`config.mk`:
```
export PLATFORM = sky130hd
export DESIGN_NAME = bp_fpga_host_tx_arb_flat
export DESIGN_NICKNAME = d
export VERILOG_FILES = /design/src/rtl/bp_fpga_host_pkg.sv /design/src/rtl/bp_fpga_host_tx_arb_if.sv /design/src/rtl/bp_fpga_host_rr_pick.sv /design/src/rtl/bp_fpga_host_tx_arb.sv /design/src/flat_wrapper.sv
export SDC_FILE = /design/constraint.sdc
export NUM_CORES = 1
export LEC_CHECK = 0
export ABC_AREA = 1
export BUFFER_PORTS_ARGS = -buffer_cell sky130_fd_sc_hd__buf_2
export CORE_MARGIN = 8
export CORE_UTILIZATION = 30
export CTS_BUF_LIST = sky130_fd_sc_hd__clkbuf_16
export CTS_CLUSTER_SIZE = 24
export DETAILED_ROUTE_END_ITERATION = 10
export PLACE_DENSITY = 0.58
export SLEW_MARGIN = 25
export SYNTH_ARGS = -nofsm -noshare
export SYNTH_HDL_FRONTEND = slang
export SYNTH_HIERARCHICAL = 1
export SYNTH_SLANG_ARGS = --single-unit
```
`constraint.sdc`:
```
create_clock -name clk_i -period 1.6 [get_ports clk_i]
set_clock_uncertainty 0.05 [all_clocks]
set_input_delay 0.4 -clock clk_i [delete_from_list [all_inputs] [get_ports clk_i]]
set_output_delay 0.4 -clock clk_i [all_outputs]
set_load 0.05 [all_outputs]
```
`src/rtl/bp_fpga_host_pkg.sv`:
```
// bp_fpga_host_pkg: shared types for the FPGA host blocks
package bp_fpga_host_pkg;
   typedef enum logic {IDLE, STREAM} state_e;
endpackage

```
`src/rtl/bp_fpga_host_tx_arb_if.sv`:
```
// bp_fpga_host_tx_arb_if: requester byte streams in, one UART byte stream out
interface bp_fpga_host_tx_arb_if #(
   parameter int num_req_p = 3,
   parameter int data_width_p = 8
);
   logic [num_req_p*data_width_p-1:0] req_data_i;
   logic [num_req_p-1:0]              req_v_i;
   logic [num_req_p-1:0]              req_last_i;
   logic [num_req_p-1:0]              req_yumi_o;
   logic [data_width_p-1:0]           tx_data_o;
   logic                              tx_v_o;
   logic                              tx_ready_and_i;
   modport master (output req_data_i, req_v_i, req_last_i, tx_ready_and_i, input req_yumi_o, tx_data_o, tx_v_o);
   modport slave (input req_data_i, req_v_i, req_last_i, tx_ready_and_i, output req_yumi_o, tx_data_o, tx_v_o);
endinterface

```
`src/rtl/bp_fpga_host_rr_pick.sv`:
```
// bp_fpga_host_rr_pick: picks the first valid requester at or after ptr, wrapping
module bp_fpga_host_rr_pick #(
   parameter int n_p = 3,
   localparam int lg_lp = $clog2(n_p)
) (
   input  logic [n_p-1:0]   valid,
   input  logic [lg_lp-1:0] ptr,
   output logic [n_p-1:0]   grant,
   output logic [lg_lp-1:0] idx,
   output logic             any_v
);
   logic [lg_lp-1:0] j;
   always_comb begin
      grant = '0;
      idx = '0;
      j = '0;
      // scan farthest offset first so the nearest valid one wins
      for (int k = n_p-1; k >= 0; k--) begin
         j = lg_lp'((int'(ptr) + k) % n_p);
         if (valid[j]) begin
            grant = n_p'(1) << j;
            idx = j;
         end
      end
   end
   assign any_v = |valid;
endmodule

```
`src/rtl/bp_fpga_host_tx_arb.sv`:
```
// bp_fpga_host_tx_arb: packet-atomic round-robin arbiter muxing requester byte streams onto the host UART
module bp_fpga_host_tx_arb
   import bp_fpga_host_pkg::*;
#(
   parameter int num_req_p = 3,
   parameter int data_width_p = 8,
   parameter int gap_timeout_p = 1024,
   localparam int lg_lp = $clog2(num_req_p),
   localparam int gw_lp = $clog2(gap_timeout_p+1)
) (
   input  logic             clk_i,
   input  logic             reset_n_i,
   bp_fpga_host_tx_arb_if.slave bus,
   output logic [lg_lp-1:0] grant_id_o,
   output logic             busy_o,
   output logic             timeout_o
);
   state_e state_r, state_n;
   logic [lg_lp-1:0] rr_ptr_r, pick_idx, next_ptr;
   logic [num_req_p-1:0] pick_grant, grant_oh_r;
   logic [gw_lp-1:0] gap_r;
   logic [data_width_p-1:0] bytes [num_req_p];
   logic any_v, stream, sel_v, fire, done, gap_hit;
   for (genvar g = 0; g < num_req_p; g++) begin : g_byte
      assign bytes[g] = bus.req_data_i[g*data_width_p +: data_width_p];
   end
   bp_fpga_host_rr_pick #(.n_p(num_req_p)) pick (
      .valid(bus.req_v_i),
      .ptr(rr_ptr_r),
      .grant(pick_grant),
      .idx(pick_idx),
      .any_v(any_v)
   );
   always_comb begin
      stream = state_r == STREAM;
      sel_v = bus.req_v_i[grant_id_o];
      fire = stream & sel_v & bus.tx_ready_and_i;
      done = fire & bus.req_last_i[grant_id_o];
      gap_hit = stream & ~sel_v & (gap_r == gw_lp'(gap_timeout_p-1));
      next_ptr = (grant_id_o == lg_lp'(num_req_p-1)) ? '0 : grant_id_o + 1'b1;
      state_n = stream ? ((done | gap_hit) ? IDLE : STREAM) : (any_v ? STREAM : IDLE);
      bus.tx_data_o = bytes[grant_id_o];
      bus.tx_v_o = stream & sel_v;
      bus.req_yumi_o = fire ? grant_oh_r : '0;
      busy_o = stream;
   end
   // backpressured beats (valid but not ready) hold the gap counter
   always_ff @(posedge clk_i)
      if (!reset_n_i) begin
         state_r <= IDLE;
         rr_ptr_r <= '0;
         grant_id_o <= '0;
         grant_oh_r <= num_req_p'(1);
         gap_r <= '0;
         timeout_o <= 1'b0;
      end else begin
         state_r <= state_n;
         timeout_o <= gap_hit;
         gap_r <= (!stream || fire) ? '0 : gap_r + gw_lp'(!sel_v);
         if (!stream && any_v) begin
            grant_id_o <= pick_idx;
            grant_oh_r <= pick_grant;
         end
         if (done || gap_hit) rr_ptr_r <= next_ptr;
      end
endmodule

```
`src/flat_wrapper.sv`:
```
// flat-port wrapper written by rule: the top's interface ports become plain ports
module bp_fpga_host_tx_arb_flat import bp_fpga_host_pkg::*;
#(
   parameter int num_req_p = 3,
   parameter int data_width_p = 8,
   parameter int gap_timeout_p = 1024,
   localparam int lg_lp = $clog2(num_req_p),
   localparam int gw_lp = $clog2(gap_timeout_p+1)
)
  (clk_i, reset_n_i, grant_id_o, busy_o, timeout_o, bus_req_data_i, bus_req_v_i, bus_req_last_i, bus_tx_ready_and_i, bus_req_yumi_o, bus_tx_data_o, bus_tx_v_o);
  bp_fpga_host_tx_arb_if #(.num_req_p(num_req_p), .data_width_p(data_width_p)) bus_i ();
  input  logic clk_i;
  input  logic reset_n_i;
  output logic [lg_lp-1:0] grant_id_o;
  output logic busy_o;
  output logic timeout_o;
  input wire logic [$bits(bus_i.req_data_i)-1:0] bus_req_data_i;
  input wire logic [$bits(bus_i.req_v_i)-1:0] bus_req_v_i;
  input wire logic [$bits(bus_i.req_last_i)-1:0] bus_req_last_i;
  input wire logic [$bits(bus_i.tx_ready_and_i)-1:0] bus_tx_ready_and_i;
  output wire logic [$bits(bus_i.req_yumi_o)-1:0] bus_req_yumi_o;
  output wire logic [$bits(bus_i.tx_data_o)-1:0] bus_tx_data_o;
  output wire logic [$bits(bus_i.tx_v_o)-1:0] bus_tx_v_o;
  assign bus_i.req_data_i = bus_req_data_i;
  assign bus_i.req_v_i = bus_req_v_i;
  assign bus_i.req_last_i = bus_req_last_i;
  assign bus_i.tx_ready_and_i = bus_tx_ready_and_i;
  assign bus_req_yumi_o = bus_i.req_yumi_o;
  assign bus_tx_data_o = bus_i.tx_data_o;
  assign bus_tx_v_o = bus_i.tx_v_o;
  bp_fpga_host_tx_arb #(.num_req_p(num_req_p), .data_width_p(data_width_p), .gap_timeout_p(gap_timeout_p)) u_core (.clk_i(clk_i), .reset_n_i(reset_n_i), .bus(bus_i), .grant_id_o(grant_id_o), .busy_o(busy_o), .timeout_o(timeout_o));
endmodule
```
### After elaboration in Yosys (flattened, before gate mapping)

Index checks and enable logic that the tools add are counted.

| storage, ports and cells | value |
|---|---|
| register bits | 20 |
| input port bits | 33 |

| operators by class | value |
|---|---|
| add/sub/neg operators | 4 |
| divide/modulo/power cells | 3 |
| $lt $le $gt $ge | 5 |
| eq/ne operators | 2 |
| shift operators | 3 |
| multiplexer cells | 24 |
| bitwise operators | 9 |
| reduce and logical (&&, ||, !) cells | 7 |

Operators with widths:

| cell | count |
|---|---|
| $mod A32 B3 Y32 const B | 2 |
| $mod A3 B3 Y32 const B | 1 |
| $bmux W8 S2 | 1 |
| $mux W8 | 2 |
| $lt A2 B3 Y1 const B | 4 |
| $mux W3 | 4 |
| $add A11 B1 Y11 | 1 |
| $eq A11 B10 Y1 const B | 1 |
| $bmux W1 S2 | 5 |
| $shl A1 B2 Y3 const A | 3 |
| $mux W1 | 8 |
| $mux W2 | 4 |
| $and A1 B1 Y1 | 5 |
| $add A2 B1 Y3 const B | 1 |
| $add A2 B2 Y3 const B | 1 |
| $ge A3 B3 Y1 const B | 1 |
| $not A2 Y3 | 1 |
| $reduce_or A3 Y1 | 1 |
| $add A2 B1 Y2 const B | 1 |
| $eq A2 B2 Y1 const B | 1 |
| $logic_not A1 Y1 | 2 |
| $logic_or A1 B1 Y1 | 2 |
| $not A1 Y1 | 2 |
| $reduce_or A2 Y1 | 1 |
| other kinds (2) | 2 |

### Longest topological paths before layout

Gate-level depths: netlist of run 1.

| depth | value |
|---|---|
| word-level depth | 8 |
| mapped depth | 12 |

### Cells and area by module

Netlist of run 1, hierarchy kept.

Modules (own cells, without submodules):

| module | instances | cells an instance | area each (um^2) |
|---|---|---|---|
| bp_fpga_host_tx_arb | 1 | 160 | 1081.0 |
| bp_fpga_host_rr_pick | 1 | 57 | 271.5 |

### Worst setup path after synthesis of run 1

No wires, ideal clock.

| path | value |
|---|---|
| path kind | reg2out |
| start | reg u_core.grant_id_o[0] |
| end | out bus_req_yumi_o[0] |
| arrival time | 2057 ps |
| path slack | -907 ps |
| stages on the path, launching flop included | 7 |
| buffers on the path | 0 |
| cell sequence | dfxtp_1 nand3_1 nand3_2 nand2_1 inv_2 nand2_4 nor2_1 |

| between the ends | value |
|---|---|
| longest elaborated chain between the ends | 5 |

RTL lines:

| what | line | source |
|---|---|---|
| from (decl) | bp_fpga_host_tx_arb.sv:14 | `output logic [lg_lp-1:0] grant_id_o,` |
| from (signal assigned) | bp_fpga_host_tx_arb.sv:61 | `grant_id_o <= pick_idx;` |
| $bmux W1 S2 | bp_fpga_host_tx_arb.sv:36 | `sel_v = bus.req_v_i[grant_id_o];` |
| $mux W1 (implied by the code) | bp_fpga_host_tx_arb.sv:36 |  |
| $and A1 B1 Y1 | n/a |  |
| named net bus_tx_v_o | flat_wrapper.sv:23 | `output wire logic [$bits(bus_i.tx_v_o)-1:0] bus_tx_v_o;` |
| $and A1 B1 Y1 | bp_fpga_host_tx_arb.sv:37 | `fire = stream & sel_v & bus.tx_ready_and_i;` |
| $mux W3 | bp_fpga_host_tx_arb.sv:44 | `bus.req_yumi_o = fire ? grant_oh_r : '0;` |
| to (decl) | flat_wrapper.sv:21 | `output wire logic [$bits(bus_i.req_yumi_o)-1:0] bus_req_yumi_o;` |

The timed path passes the listed nets, and every way through them passes these cells. The select of a mux whose other input is x is not followed.

### Worst setup path after layout of run 1

| path | value |
|---|---|
| start | reg u_core.grant_id_o[0] |
| end | out bus_req_yumi_o[1] |

| between the ends | value |
|---|---|
| longest elaborated chain between the ends | 5 |

RTL lines:

| what | line |
|---|---|
| $bmux W1 S2 | bp_fpga_host_tx_arb.sv:36 |
| $mux W1 (implied by the code) | bp_fpga_host_tx_arb.sv:36 |
| $and A1 B1 Y1 (2 in series) | bp_fpga_host_tx_arb.sv:37 |
| $mux W3 | bp_fpga_host_tx_arb.sv:44 |

No other way between the ends. The select of a mux whose other input is x is not followed.

==> qor.txt, run 1 <==
Post-Layout Cell Count - 346
yosys warns - 6
combinational share of power - 50.4%
DRC viols - 0
most frequent cells in the layout - nand2_1 (57), buf_2 (36), buf_4 (25)
CTS Root Cell - clkbuf_16
reg-to-reg endpoint - u_core/gap_r[4]
reg2reg start - u_core/grant_id_o[0]
final hold slack - 419.7 ps
Seq/Total Area, Yosys - 29.60%
Ports - 49
Slew headroom - 80.18%
largest net degree at the start of global routing - 12
routed vias/inst - 4.523
synthesized instance count - 217
worst-case reg-to-reg path depth - 13
worst setup path category - flop to output port
Critical path buffers and inverters - 2
Routed Antenna Nets - 0
fin crit period - 1781 ps
synthesis-stage register bit count - 20
die width - 83.15 um
mean post-synth cell area - 6.233 um^2
CP max FO - 4
hold path depth - 2
worst skew pair latency - 250 ps
delay-heaviest family, CP - simple AND/OR/NAND/NOR gates
Hold Crit Endpoint - u_core/grant_oh_r[0]
Final #Nets - 334
leading cell type in the layout, fill and taps excluded - nand2_1
Total Power - 0.002177 W
synthesized area - 0.001353 mm^2
Synth cell types - 24
unrepaired setup endpoints after global routing - true
CP max stage delay - 360 ps
router iterations before antenna repair - 4
hold_sp - reset_n_i
leakage power - 1.108 nW
pre-CTS WS - -185.4 ps
Hold WC Path Type - input pin to flop
routability congestion estimate - 0.7813
reg-to-reg slack, setup - -180 ps
Worst Tran Pin Value - 296.3 ps
part of the power in registers - 26.1%
Internal Power - 0.001310 W
post-route design area - 0.002380 mm^2
Iteration-0 DRC Markers - 67
final WL - 4.074 mm
Post-Syn Nets - 256
GR Overflow Total - 0
CTS Buf Count - 3
Starting Density - 31.06%
Via Count - 1565
num rows - 24
overall routing resource usage - 11.28%
share of cells above drive strength 1 - 53.06%
Max Slew Vio Count - 0
final worst setup slack - -180.9 ps
Peak Freq - 561.5 MHz
switching share of total power - 39.85%
Final period util - 111.3%
DP Wirelength - 3.064 mm
crit end category - output port
die area - 0.006913 mm^2
n_diodes - 0
mux contribution to synthesized area - 0%
DR WL/cell - 11.77 um
Area Growth Syn to Fin - 75.95%
Post-Synth XOR/XNOR Area - 3.885%
vias in the first global route - 1558
clock-pin slew on the worst setup and hold paths - 50 ps
placed inst area - 0.002006 mm^2
failing checks - setup timing
die height - 83.15 um
sinks on the clock net - 20
Clock Tree Buf Depth - 2
H-tree lvl count - 1
peak supply drop - 0.7187 mV
clock share of power - 23.5%
initial antenna violation count - 0
Final Hold Violating Endpoints - 0
first-pass GRT wire length - 6.734 mm
Net Switching - 0.0008675 W
CTS tree - done
# port buffers - 48
cells along the critical path - nor2_4 -> nand2_2 -> nand3_2 -> nand2_2 -> clkinv_4 -> nand2_8 -> nor2_4 -> buf_8
Worst EP required - 1150 ps
combinational family with the most area after synthesis - simple AND/OR/NAND/NOR gates
core footprint - 0.004354 mm^2
power per cell area - 914.8 mW/mm^2
CP Data Arrival Time - 1330 ps
placed insts - 338
Max Cap Viol - 0
Final setup viols - 19
fillers - 410
Post-Synth Adder-Cell Area - 5.550%
CP max stage cell - dfxtp_4
simple-gate area share of the yosys netlist - 44.77%
run status - finished, violations left
Setup crit start kind - flop
complex-gate fraction of the synthesized area - 5.920%
[sequential cells by signal (all words and copies together) (netlist names)]
name               count
u_core/gap_r          11
u_core/grant_oh_r      3
u_core/grant_id_o      2
u_core/rr_ptr_r        2
u_core/busy_o          1
u_core/timeout_o       1
[stage by stage]
stage	TNS (ps)	utilization, %
after floorplan	-592.5	-
final	-2770	54.66
after global placement	-1369	46.06
after detailed placement	-1739	46.06
after global routing	-4745	54.66
after CTS	-3045	51.70
[worst reg2reg max path, stage by stage, from the launching register on]
cell	delay, ps
dfxtp_4	360
nor2_4	120
nand2_2	60
nand3_2	80
buf_4	120
inv_4	30
ha_4	160
ha_4	150
inv_2	60
nor2_4	40
buf_4	130
buf_4	130
xnor2_2	110
nor2_1	50
[cell usage after synthesis]
| library cell | number | area share, % |
|---|---|---|
| a21oi_1 | 6 | 2.2 |
| a21oi_2 | 2 | 1.3 |
| buf_4 | 1 | 0.56 |
| buf_6 | 1 | 0.83 |
| clkbuf_1 | 1 | 0.28 |
| clkinv_1 | 1 | 0.28 |
| dfxtp_1 | 20 | 30 |
| ha_1 | 6 | 5.6 |
| inv_1 | 26 | 7.2 |
| inv_2 | 4 | 1.1 |
| nand2_1 | 75 | 21 |
| nand2_4 | 1 | 0.83 |
| nand3_1 | 24 | 8.9 |
| nand3_2 | 4 | 3.0 |
| nand4_1 | 4 | 1.8 |
| nor2_1 | 23 | 6.4 |
| nor2_2 | 2 | 0.92 |
| nor2_4 | 1 | 0.83 |
| nor3_1 | 1 | 0.37 |
| o211ai_1 | 1 | 0.56 |
| o21ai_0 | 5 | 1.8 |
| or2_2 | 2 | 0.92 |
| xnor2_1 | 1 | 0.65 |
| xor2_1 | 5 | 3.2 |
[routing by layer]
layer | share of wire, % | global-route usage [%]
met2 | 45 | 17.61
met4 | 0.66 | 3.834
met5 | 0 | 0
met1 | 48 | 14.01
met3 | 6.3 | 3.809
[kinds of logic after synthesis]
family / Yosys count
xor+xnor: 6
compound gates: 14
flops: 20
fa+ha+maj: 6
buf+inv: 34
simple gates: 137
[layout make-up]
cell class / count / area, um^2 / share of cell area (%)
Clock buffer: 3 / 75.07 / 3.155
Clock inverter: 1 / 3.754 / 0.1577
Inverter: 31 / 136.4 / 5.731
Multi-Input combinational cell: 163 / 1100 / 46.21
Sequential cell: 20 / 416.7 / 17.51
Tap cell: 52 / 65.06 / 2.734
Timing Repair Buffer: 76 / 583.1 / 24.50
[how the worst max path moves through the flow]
stage | from | to | slack [ps] | depth (start not counted)
2_1_floorplan | u_core/grant_id_o[0] | bus_req_yumi_o[0] | -140 | 7
3_3_place_gp | bus_req_v_i[1] | u_core/gap_r[10] | -150 | 12
3_5_place_dp | bus_req_v_i[1] | u_core/gap_r[10] | -190 | 12
4_1_cts | u_core/grant_id_o[1] | bus_req_yumi_o[2] | -200 | 8
5_1_grt | u_core/grant_id_o[0] | u_core/gap_r[10] | -290 | 13
6_report | u_core/grant_id_o[0] | bus_req_yumi_o[1] | -180 | 8
[power groups by stage]
stage | sequential (W) | combinational [W] | clock, W
floorplan | 0.000622 | 0.000563 | 0
global placement | 0.000574 | 0.000873 | 0
detailed placement | 0.000574 | 0.000879 | 0
CTS | 0.000567 | 0.00104 | 0.000531
global route | 0.000572 | 0.00118 | 0.000551
finish | 0.000567 | 0.00110 | 0.000512
[what timing repair did]
item                                    in CTS  in global routing
endpoints found under the setup margin      23                 25
endpoints found under the hold margin        0                  0
buffers inserted                             2                  2
resized for setup                           51                 36
cloned                                       0                  0
hold buffers                                 0                  0
pin swaps                                    8                 23
Note: power is estimated with default switching activity, not from simulation.
==> inputs of run 2 (changes only) <==
--- a/config.mk
+++ b/config.mk
@@ -10,11 +10,10 @@
 export CORE_MARGIN = 8
 export CORE_UTILIZATION = 30
 export CTS_BUF_LIST = sky130_fd_sc_hd__clkbuf_16
-export CTS_CLUSTER_SIZE = 24
+export CTS_CLUSTER_SIZE = 25
 export DETAILED_ROUTE_END_ITERATION = 10
 export PLACE_DENSITY = 0.58
 export SLEW_MARGIN = 25
 export SYNTH_ARGS = -nofsm -noshare
 export SYNTH_HDL_FRONTEND = slang
-export SYNTH_HIERARCHICAL = 1
 export SYNTH_SLANG_ARGS = --single-unit
==> qor.txt, run 2 <==
H-tree lvl count - 1 (unchanged)
largest cells by area after synthesis - dfxtp_1 (29%), nand2_1 (15%), nand3_1 (11%), inv_1 (7.4%), nor2_1 (6.9%)
Setup crit start kind - flop
simple-gate area share of the yosys netlist - 41.22% (-3.5 points)
placed inst area - 0.001968 mm^2 (-1.9%)
Seq/Total Area, Yosys - 29.25% (-0.35 points)
Max Slew Vio Count - 0 (unchanged)
hold path depth - 3 (+1)
DR WL/cell - 12.02 um (+2.1%)
worst-case reg-to-reg path depth - 11 (-2)
Post-Synth XOR/XNOR Area - 3.199% (-0.69 points)
most frequent cells after synthesis - nand2_1 (56), nand3_1 (30), inv_1 (27)
first-pass GRT wire length - 7.003 mm (+4.0%)
largest net degree at the start of global routing - 12 (unchanged)
ys flop type - dfxtp_1
Hold Crit Endpoint - u_core.rr_ptr_r[1]
core footprint - 0.004384 mm^2 (+0.69%)
DRC viols - 0 (unchanged)
Via Count - 1607 (+2.7%)
Slew headroom - 79.74% (-0.43 points)
Hold WC Path Type - input pin to flop
most frequent CP cell - nand3_2
Final setup viols - 21 (+2)
Starting Density - 31.22% (+0.16 points)
yosys warns - 0 (-6)
Post-synth EDFFs - 0 (unchanged)
reg-to-reg endpoint - u_core.gap_r[2]
most frequent cells in the layout - nand2_1 (51), buf_2 (36), buf_4 (27)
Final #Nets - 332 (-0.60%)
die width - 83.55 um (+0.48%)
mean post-synth cell area - 6.337 um^2 (+1.7%)
Post-Syn Nets - 255 (-0.39%)
CTS Buf Count - 3 (unchanged)
max reg flops - 11 (unchanged)
fin crit period - 1793 ps (+12.08 ps)
Iteration-0 DRC Markers - 44 (-34%)
reg2reg start - u_core.grant_id_o[1]
complex-gate fraction of the synthesized area - 10.51% (+4.6 points)
Top reg by flops - u_core.gap_r
Post-Synth Adder-Cell Area - 5.484% (-0.066 points)
leading cell type in the layout, fill and taps excluded - nand2_1
post-route design area - 0.002241 mm^2 (-5.8%)
CTS Hold Bufs - 0 (unchanged)
hold_sp - reset_n_i
Worst EP required - 1150 ps (about the same)
overall routing resource usage - 11.74% (+0.46 points)
routability congestion estimate - 0.8344 (+6.8%)
final worst setup slack - -193.0 ps (-12.08 ps)
final WL - 4.136 mm (+1.5%)
reg-to-reg slack, setup - -160 ps (+20 ps)
failing checks - setup timing
routed vias/inst - 4.672 (+3.3%)
initial antenna violation count - 0 (unchanged)
# port buffers - 48 (unchanged)
Synth cell types - 24 (unchanged)
worst setup path category - flop to output port
CP max FO - 5 (+1)
die area - 0.006980 mm^2 (+0.96%)
Area Growth Syn to Fin - 63.71%
clock-pin slew on the worst setup and hold paths - 50 ps (about the same)
combinational family with the most area after synthesis - simple AND/OR/NAND/NOR gates
worst skew pair latency - 250 ps (about the same)
router iterations before antenna repair - 6 (+2)
share of cells above drive strength 1 - 45.89% (-7.2 points)
unrepaired setup endpoints after global routing - true
cells along the critical path - inv_2 -> nand3_2 -> nand3_2 -> nand2_2 -> clkinv_4 -> nand2_8 -> nor2_4 -> buf_8
leakage power - 1.041 nW (-6.0%)
n_diodes - 0 (unchanged)
die height - 83.55 um (+0.48%)
num rows - 24 (unchanged)
synthesis-stage register bit count - 20 (unchanged)
peak supply drop - 0.4969 mV (-31%)
CP max stage delay - 370 ps (about the same)
post-synthesis async set-or-reset flop share - 0% (unchanged)
sinks on the clock net - 20 (unchanged)
power per cell area - 947.5 mW/mm^2 (+3.6%)
mux contribution to synthesized area - 0% (unchanged)
vias in the first global route - 1493 (-4.2%)
most instantiated library cell after synthesis - nand2_1
DP Wirelength - 3.164 mm (+3.2%)
Peak Freq - 557.7 MHz (-0.67%)
CTS tree - done
delay-heaviest family, CP - simple AND/OR/NAND/NOR gates
fillers - 443 (+8.0%)
Clock Tree Buf Depth - 2 (unchanged)
synthesized instance count - 216 (-0.46%)
Max Cap Viol - 0 (unchanged)
Worst Tran Pin Value - 302.9 ps (+6.621 ps)
Critical path buffers and inverters - 3 (+1)
Total Power - 0.002123 W (-2.5%)
Routed Antenna Nets - 0 (unchanged)
Final Hold Violating Endpoints - 0 (unchanged)
GR Overflow Total - 0 (unchanged)
crit end category - output port
CP max stage cell - dfxtp_4
Top Registers - u_core.gap_r x11, u_core.grant_oh_r x3
Ports - 49 (unchanged)
CTS Root Cell - clkbuf_16
Final period util - 112.1% (+0.76 points)
CP Data Arrival Time - 1340 ps (about the same)
area leader, netlist - dfxtp_1
run status - finished, violations left
synthesized area - 0.001369 mm^2 (+1.2%)
top-area cell type share of the netlist area - 29.25% (-0.35 points)
==> run 2: changes by cell type after synthesis, sizes merged, moves of 2 or more <==
| cell | previous run | this run |
|---|---|---|
| a21oi | 8 | 12 |
| buf | 2 | 4 |
| nand2 | 76 | 57 |
| nand3 | 28 | 33 |
| o21ai | 5 | 12 |
| xor2 | 5 | 3 |
==> run 2: final cells by class <==
cell class | instances | area (um^2) | share of cell area (%)
Inverter | 30 | 125.1 | 5.583
Timing Repair inverter | 1 | 6.256 | 0.2792
Sequential cell | 20 | 410.4 | 18.31
Multi-Input combinational cell | 162 | 1021 | 45.56
Clock inverter | 1 | 3.754 | 0.1675
Timing Repair Buffer | 75 | 534.3 | 23.84
Tap cell | 52 | 65.06 | 2.903
Clock buffer | 3 | 75.07 | 3.350
==> run 2: worst min-delay path: cells and delay by family <==
kind / cells / cell delay (ps)
buf+inv: 1 / 170
simple gates: 2 / 110
==> run 2: layer usage <==
metal | track usage [%] | vias to the layer above | wire length (um)
met4 | 3.768 | 0 | 21
met5 | 0 | - | 0
met2 | 17.11 | 49 | 1696
met1 | 16.04 | 704 | 2133
li1 | - | 852 | -
met3 | 3.320 | 2 | 285
==> run 2: cells by family after synthesis <==
| family | after synthesis |
|---|---|
| simple gates | 126 |
| buf+inv | 34 |
| compound gates | 25 |
| flops | 20 |
| fa+ha+maj | 6 |
| xor+xnor | 5 |
==> run 2: worst max path at each step <==
| stage | to | slack [ps] | cells after the start | from |
|---|---|---|---|---|
| 2_1_floorplan | bus_req_yumi_o[0] | -130 | 7 | u_core.grant_id_o[1] |
| 3_3_place_gp | u_core.gap_r[6] | -140 | 12 | bus_req_v_i[1] |
| 3_5_place_dp | u_core.gap_r[6] | -180 | 12 | bus_req_v_i[1] |
| 4_1_cts | bus_req_yumi_o[1] | -200 | 8 | u_core.grant_id_o[1] |
| 5_1_grt | bus_req_yumi_o[0] | -260 | 8 | u_core.grant_id_o[0] |
| 6_report | bus_req_yumi_o[0] | -190 | 8 | u_core.grant_id_o[1] |
==> run 2: stage by stage <==
stage / TNS, ps / utilization, % / hold WS [ps] / cells / setup slack, ps
final: -2241 / 51.11 / 419.7 / 344 / -193.0
after global routing: -3987 / 51.11 / 438.9 / 344 / -260.6
after CTS: -2664 / 49.12 / 415.0 / 342 / -204.3
after detailed placement: -1817 / 44.89 / 429.4 / 336 / -182.6
after global placement: -1410 / 44.89 / 413.1 / 336 / -142.2
after floorplan: -549.6 / - / 388.8 / 216 / -133.9
==> run 2: what timing repair did <==
action	4_1_cts	5_1_grt
endpoints found under the hold margin	0	0
gates cloned	0	1
pin swaps	7	10
resized for setup	31	23
endpoints found under the setup margin	21	27
setup buffers	2	2
==> run 2: power breakdown <==
| part | internal, W | leakage, nW | switching, W |
|---|---|---|---|
| Combinational | 0.000409 | 0.838 | 0.000632 |
| Sequential | 0.000536 | 0.165 | 0.0000357 |
| Clock | 0.000333 | 0.0385 | 0.000178 |
| Total | 0.00128 | 1.04 | 0.000846 |
